## config.mk

```make
export PLATFORM = sky130hd
export DESIGN_NAME = irq_controller_6502
export DESIGN_NICKNAME = d
export VERILOG_FILES = /design/src/rtl/irq_controller_6502_pkg.sv /design/src/rtl/irq_sync_edge.sv /design/src/rtl/irq_controller_6502.sv
export SDC_FILE = /design/constraint.sdc
export NUM_CORES = 1
export LEC_CHECK = 0
export ABC_AREA = 1
export CELL_PAD_IN_SITES_DETAIL_PLACEMENT = 1
export CELL_PAD_IN_SITES_GLOBAL_PLACEMENT = 2
export CORE_UTILIZATION = 36
export DETAILED_ROUTE_END_ITERATION = 7
export PLACE_DENSITY = 0.8
export SYNTH_ARGS = -nofsm -noshare
export SYNTH_HDL_FRONTEND = slang
export SYNTH_HIERARCHICAL = 1
export SYNTH_SLANG_ARGS = --single-unit
```

## constraint.sdc

```tcl
create_clock -name clk -period 2.1 [get_ports clk]
set_input_delay 0.42 -clock clk [delete_from_list [all_inputs] [get_ports clk]]
set_output_delay 0.42 -clock clk [all_outputs]
set_load 0.005 [all_outputs]
```

## src/rtl/irq_controller_6502_pkg.sv

```systemverilog
// irq_controller_6502_pkg: register map, control bit positions and vector helper
// shared by the 6502 interrupt controller.
package irq_controller_6502_pkg;

    localparam logic [2:0] REG_PEND  = 3'd0;
    localparam logic [2:0] REG_MASK  = 3'd1;
    localparam logic [2:0] REG_MODE  = 3'd2;
    localparam logic [2:0] REG_POL   = 3'd3;
    localparam logic [2:0] REG_VECT  = 3'd4;
    localparam logic [2:0] REG_CTRL  = 3'd5;
    localparam logic [2:0] REG_NMIST = 3'd6;

    localparam int CTRL_IRQ_EN = 0;
    localparam int CTRL_NMI_EN = 1;

    localparam logic [7:0]  VECT_NONE = 8'h80;
    localparam logic [15:0] BASE_ADDR = 16'h2030;

    // Lowest-numbered set bit wins; VECT_NONE when nothing is set.
    function automatic logic [7:0] vect_of(input logic [7:0] m);
        vect_of = VECT_NONE;
        for (int i = 7; i >= 0; i--)
            if (m[i]) vect_of = {5'd0, 3'(i)};
    endfunction

endpackage

```

## src/rtl/irq_sync_edge.sv

```systemverilog
// irq_sync_edge: synchronizer chain plus previous-value flop for one interrupt input;
// emits the active level in level mode or a one-cycle rise pulse in edge mode.
module irq_sync_edge #(
    parameter int STAGES = 2
) (
    input  logic clk,
    input  logic reset_,
    input  logic d_i,
    input  logic inv_i,
    input  logic edge_i,
    output logic ev_o
);

    logic [STAGES-1:0] sync_q;
    logic              prev_q;
    logic              act;

    assign act  = sync_q[STAGES-1] ^ inv_i;
    assign ev_o = edge_i ? (act & ~prev_q) : act;

    // prev_q tracks act in both modes so a mode or polarity change sees the true history
    always_ff @(posedge clk or negedge reset_) begin
        if (!reset_) begin
            sync_q <= '0;
            prev_q <= 1'b0;
        end else begin
            sync_q <= {sync_q[STAGES-2:0], d_i};
            prev_q <= act;
        end
    end

endmodule

```

## src/rtl/irq_controller_6502.sv

```systemverilog
// irq_controller_6502: memory-mapped IRQ/NMI controller with per-source mask,
// edge/level mode and polarity, driving the 6502 irq and nmi lines.
module irq_controller_6502
    import irq_controller_6502_pkg::*;
#(
    parameter int N_SRC       = 8,
    parameter int SYNC_STAGES = 2
) (
    input  logic             clk,
    input  logic             reset_,
    input  logic             sel,
    input  logic [2:0]       addr,
    input  logic [7:0]       din,
    output logic [7:0]       dout,
    input  logic             we,
    input  logic [N_SRC-1:0] src,
    input  logic             nmi_src,
    output logic             irq,
    output logic             nmi
);

    localparam logic [7:0] VALID = 8'hFF >> (8 - N_SRC);

    logic [7:0] pend_q, pend_d, mask_q, mask_d, mode_q, mode_d, pol_q, pol_d, ev;
    logic [1:0] ctrl_q, ctrl_d;
    logic       nmist_q, nmist_d, irq_q, nmi_q, nmi_rise, wr;

    for (genvar g = 0; g < 8; g++) begin : g_src
        if (g < N_SRC) begin : g_on
            irq_sync_edge #(.STAGES(SYNC_STAGES)) u_sync (
                .clk    (clk),
                .reset_ (reset_),
                .d_i    (src[g]),
                .inv_i  (pol_q[g]),
                .edge_i (mode_q[g]),
                .ev_o   (ev[g])
            );
        end else begin : g_off
            assign ev[g] = 1'b0;
        end
    end

    irq_sync_edge #(.STAGES(SYNC_STAGES)) u_nmi_sync (
        .clk    (clk),
        .reset_ (reset_),
        .d_i    (nmi_src),
        .inv_i  (1'b0),
        .edge_i (1'b1),
        .ev_o   (nmi_rise)
    );

    // ev is the level in level mode and the rise pulse in edge mode, so set beats clear
    always_comb begin
        wr      = sel & we;
        pend_d  = ((mode_q & pend_q & ~((wr && addr == REG_PEND) ? din : 8'h00)) | ev) & VALID;
        mask_d  = (wr && addr == REG_MASK) ? (din & VALID) : mask_q;
        mode_d  = (wr && addr == REG_MODE) ? (din & VALID) : mode_q;
        pol_d   = (wr && addr == REG_POL)  ? (din & VALID) : pol_q;
        ctrl_d  = (wr && addr == REG_CTRL) ? din[1:0] : ctrl_q;
        nmist_d = (nmist_q & ~(wr && addr == REG_NMIST && din[0])) | (nmi_rise & ctrl_q[CTRL_NMI_EN]);
    end

    always_comb begin
        dout = 8'h00;
        if (sel && reset_) begin
            case (addr)
                REG_PEND:  dout = pend_q;
                REG_MASK:  dout = mask_q;
                REG_MODE:  dout = mode_q;
                REG_POL:   dout = pol_q;
                REG_VECT:  dout = vect_of(pend_q & mask_q);
                REG_CTRL:  dout = {6'd0, ctrl_q};
                REG_NMIST: dout = {7'd0, nmist_q};
                default:   dout = 8'h00;
            endcase
        end
    end

    always_ff @(posedge clk or negedge reset_) begin
        if (!reset_) begin
            pend_q  <= '0;
            mask_q  <= '0;
            mode_q  <= '0;
            pol_q   <= '0;
            ctrl_q  <= '0;
            nmist_q <= 1'b0;
            irq_q   <= 1'b0;
            nmi_q   <= 1'b0;
        end else begin
            pend_q  <= pend_d;
            mask_q  <= mask_d;
            mode_q  <= mode_d;
            pol_q   <= pol_d;
            ctrl_q  <= ctrl_d;
            nmist_q <= nmist_d;
            irq_q   <= ctrl_q[CTRL_IRQ_EN] & |(pend_q & mask_q);
            nmi_q   <= nmist_q;
        end
    end

    assign irq = irq_q;
    assign nmi = nmi_q;

endmodule

```

# --- Yosys cells after proc, flatten, opt, wreduce, memory -nomap -nowiden ---
# Index checks and enable logic that the tools add are counted.
# W data, S select, Z words.
word_totals:
  ff_bits: 64
  word_cells: 98
  input_bits: 24
  output_inout_bits: 10
classes:
  bitwise_logic: 37
  n_eq_ne: 6
  reduce_logical: 10
  mux: 19
op_table:
  columns: ["operator", "count"]
  rows:
  - ["$mux W8", 10]
  - ["$pmux W8 S7", 1]
  - ["$and A8 B8 Y8", 3]
  - ["$and A1 B1 Y1", 13]
  - ["$not A1 Y1", 10]
  - ["$eq A3 B3 Y1 const B", 3]
  - ["$logic_and A1 B1 Y1", 8]
  - ["$mux W1", 8]
  - ["$not A8 Y8", 1]
  - ["$or A8 B8 Y8", 1]
  - ["$reduce_or A8 Y1", 1]
  - ["$xor A1 B1 Y1", 8]
  - ["$eq A3 B2 Y1 const B", 2]
  - ["$eq A3 B1 Y1 const B", 1]
  - ["$logic_not A3 Y1", 1]
  - ["$or A1 B1 Y1", 1]

# --- Longest topological paths before layout ---
depth:
  word_depth: 11
  depth_mapped: 10

# --- Cells and area by module ---
# Netlist, hierarchy kept.
by_module_without_submodules:
  columns: ["module", "area_each_um2", "n_inst", "seq_area_each_um2", "cells_each"]
  rows:
  - ["irq_controller_6502", 1904.3, 1, 925.9, 225]
  - ["irq_sync_edge", 113.9, 9, 75.1, 12]

# --- Worst setup path before layout ---
# No wires, ideal clock.
synth_path:
  path_kind: "in2out"
  from: "input port addr[2]"
  to: "output port dout[1]"
  arrival_ns: 1.227
  path_buffers: 1
  slack_ns: 0.453
  stages: 6
  cell_sequence: "buf_12 nor3_4 nand2_1 o211ai_1 nor2_1 a21oi_1"
synth_via:
  elab_chain_len: 3
  word_cells_on_any_way: 9
synth_lines:
  columns: ["element", "line_no", "text"]
  rows:
  - ["from (decl)", "irq_controller_6502.sv:12", "input logic [2:0] addr,"]
  - ["$eq A3 B3 Y1, or another cell as far along", "irq_controller_6502.sv:66", "case (addr)"]
  - ["$pmux W8 S7 (*)", "irq_controller_6502.sv:66", null]
  - ["$mux W8 (*)", "irq_controller_6502.sv:65", "if (sel && reset_) begin"]
  - ["to (decl)", "irq_controller_6502.sv:14", "output logic [7:0] dout,"]
# Every way passes the cells marked *; elsewhere a longest branch is shown, timed or not.

# --- Final worst setup path ---
layout_path:
  from: "register mask_q[0]"
  to: "output port dout[2]"
layout_via:
  elab_chain_len: 4
layout_lines:
  columns: ["element", "line_no", "text"]
  rows:
  - ["from (decl)", "irq_controller_6502.sv:24", "logic [7:0] pend_q, pend_d, mask_q, mask_d, mode_q, mode_d, pol_q, pol_d, ev;"]
  - ["from (signal assigned)", "irq_controller_6502.sv:91", "mask_q <= mask_d;"]
  - ["$and A8 B8 Y8", "irq_controller_6502.sv:71", "REG_VECT: dout = vect_of(pend_q & mask_q);"]
  - ["$mux W8", "irq_controller_6502_pkg.sv:23", "if (m[i]) vect_of = {5'd0, 3'(i)};"]
  - ["$pmux W8 S7", "irq_controller_6502.sv:66", null]
  - ["$mux W8", "irq_controller_6502.sv:65", null]
# No other way between the ends.

==> run metrics <==
leading cell types in the layout, fill and taps excluded nand2_1 (106), dfrtp_1 (64), inv_1 (51); number of hold buffers added after CTS 0; Final Non-Filler Cells 512; maximum clock insertion buffer count 2; synth unique cells 25; count of final max-slew check failures 0; Syn Inst Count 333; Global Route met3 Usage 0.0390; GRT met1 Usage 0.257; Die Span Y roughly 92 µm; Num Clock Sinks 64; area of the multi-input gates 1140 µm²; class of the most critical setup path flip-flop to output pin; met2 track demand over resource in global routing 0.330; maximum clock frequency 491 MHz; initial core utilization 0.375; number of max-capacitance violations reported 0; worst slew slack as a fraction of its limit 0.452; worst-case reg-to-reg path depth 4; via count normalized by instance count 4.72; iteration-0 DRC count of the detailed router between 50 and 60; pin count of the biggest net entering global routing 65; first-pass iteration count of the detailed router 4; required arrival time at the worst endpoint 1.68 ns; Fin. Hold Viols 0; worst-path fanout max 3; Leakage 1.93 nW; result of the run completed; dominant cell type by area after synthesis dfrtp_1; number of register bits inferred by synthesis 64; sequential standard cell area 1600 µm²; detailed-route wire length per cell 14.6 µm; clock insertion delay at the later pin of the skew report approximately 0.33 ns; arrival time at the worst endpoint 1.62 ns; reg-to-reg slack, setup ~1.1 ns; power per unit of standard cell area approximately 840 nW/µm²; via total after detailed routing 2417; critical path launch point type flip-flop; sequential cell area fraction in the yosys report 0.547; worst-margin pin slew 0.822 ns; total die area 8500 µm²; clock tree from TritonCTS built; area of the placeable core 7810 µm²; Cell Rows 32; layout cell share with drive strength beyond 1 0.280; endpoint kind of the worst setup timing path output pin; layer with the highest usage met2; via count of the first global-routing pass 2612; antenna violations before repair 0; total congestion overflow 0; Syn Area/Cell slightly below 9 µm²; n_diodes 0; Placed Instances ~500; setup clock skew after layout about 0.011 ns; Post-route DRC 0; peak supply drop 0.317 mV; number of setup violations in the final report 0; time the final worst path needs with I/O delays and setup 2.04 ns; GP Congestion 0.778; DP HPWL 5.25 mm; count of port buffers added during placement 33; Synth Cell Area 2930 µm²; Final TNS setup 0 ns; share of the synthesized area in the top cell type 0.547; Fillers ~950; number of levels the H-tree was split into 3; most common cell after layout, fill and taps aside nand2_1; count of yosys warnings during synthesis 6; routed wire length 7.47 mm; clock-pin slew on the worst setup and hold paths ~0.06 ns; total I/O pin count 34; fin crit share 0.971; cell at the root of the clock tree clkbuf_8; Post-layout nets 432; Detail Route Antenna Nets 0; gr usage total 0.199; horizontal die dimension between 90 and 100 µm; Hold Path Class input port to asynchronous set/reset pin; cts bufs inserted 9; global-route wire length before repair 12.8 mm; cell types occupying the most area after synthesis dfrtp_1 (55%), nand2_1 (14%), inv_1 (6.5%); area growth from synthesis to layout 30.8%
-- critical path: stages (launching register included) --
cell and delay [ns]:
dfrtp_1 0.39, nand2_2 0.09, inv_1 0.06, nor3b_2 0.18, buf_4 0.14, nand2_1 0.09
a31oi_2 0.20, buf_2 0.13
-- flip-flops by register name, indices dropped and copies added (netlist names), 2 cells and up --
signal                    count
ctrl_q                        2
g_src.g_on.u_sync/prev_q      8
g_src.g_on.u_sync/sync_q     16
mask_q                        8
mode_q                        8
pend_q                        8
pol_q                         8
u_nmi_sync/sync_q             2
-- metal layers --
layer  up-vias  wire length (µm)  share of wire
met3        12               188          0.025
met5         -                 0              0
met4         0               142          0.019
li1       1183                 -              -
met1      1184              3520           0.47
met2        38              3630           0.49
-- stage by stage --
stage | instance area (µm²) | hold WS [ns] | total power [W] | setup WS [ns] | utilization
2_1_floorplan | 2930 | 0.124 | 0.00197 | 0.453 | -
3_3_place_gp | 3590 | 0.331 | 0.00229 | -0.645 | 0.460
3_5_place_dp | 3590 | 0.340 | 0.00232 | -0.656 | 0.460
4_1_cts | 3810 | 0.327 | 0.00325 | 0.000605 | 0.488
5_1_grt | 3830 | 0.362 | 0.00344 | -0.00891 | 0.491
6_report | 3830 | 0.279 | 0.00323 | 0.0617 | 0.491
-- where the power goes --
part,internal (W),switching [W]
Combinational,0.000353,0.000382
Clock,0.000472,0.000428
Sequential,0.00144,0.000156
-- logic make-up after synthesis --
kind of cell	synth area share
DFF	0.547
AOI/OAI and AO/OA	0.112
other	0.00256
buffers and inverters	0.0910
and+or+nand+nor	0.248
-- what timing repair did --
item                                    in CTS  in global routing
pin swaps                                    8                  4
setup buffers                                3                  2
gates cloned                                 0                  0
endpoints found under the setup margin       8                  4
gates resized for setup                     60                  9
-- path summary, 6_finish.rpt --
check	startpoint	to
worst max-delay path	mask_q[0]	dout[2]
max in group asynchronous	reset_	mask_q[2]
worst min register to register	g_src[2].g_on.u_sync/sync_q[0]	g_src[2].g_on.u_sync/sync_q[1]
worst min-delay path	reset_	g_src[0].g_on.u_sync/sync_q[0]
min in group clk	g_src[2].g_on.u_sync/sync_q[0]	g_src[2].g_on.u_sync/sync_q[1]
worst max register to register	mask_q[4]	irq
-- cell usage after synthesis --
library cell    n
o211ai_1        1
nor2_2          9
dfrtp_1        64
nand2_4         2
nand2_2        12
a31o_1          5
inv_2           3
a41oi_1         5
nor3b_1         1
o21ai_2         8
nand4_1         4
a31oi_1         1
buf_2           2
buf_6           3
a21oi_1         6
a31o_2          3
nand2_1       109
nor3_4          3
inv_1          51
conb_1          2
o21ai_1        16
nand3_1        11
o21ai_0         4
buf_12          1
nor2_1          7
-- final cells by class --
cell class	count	share of cell area
sequential	64	0.418
timing repair buffer	69	0.156
multi-input combinational	210	0.297
tap	102	0.0333
inverter	54	0.0542
clock inverter	1	0.00131
clock buffer	12	0.0405
Note: power is estimated with default switching activity, not from simulation.
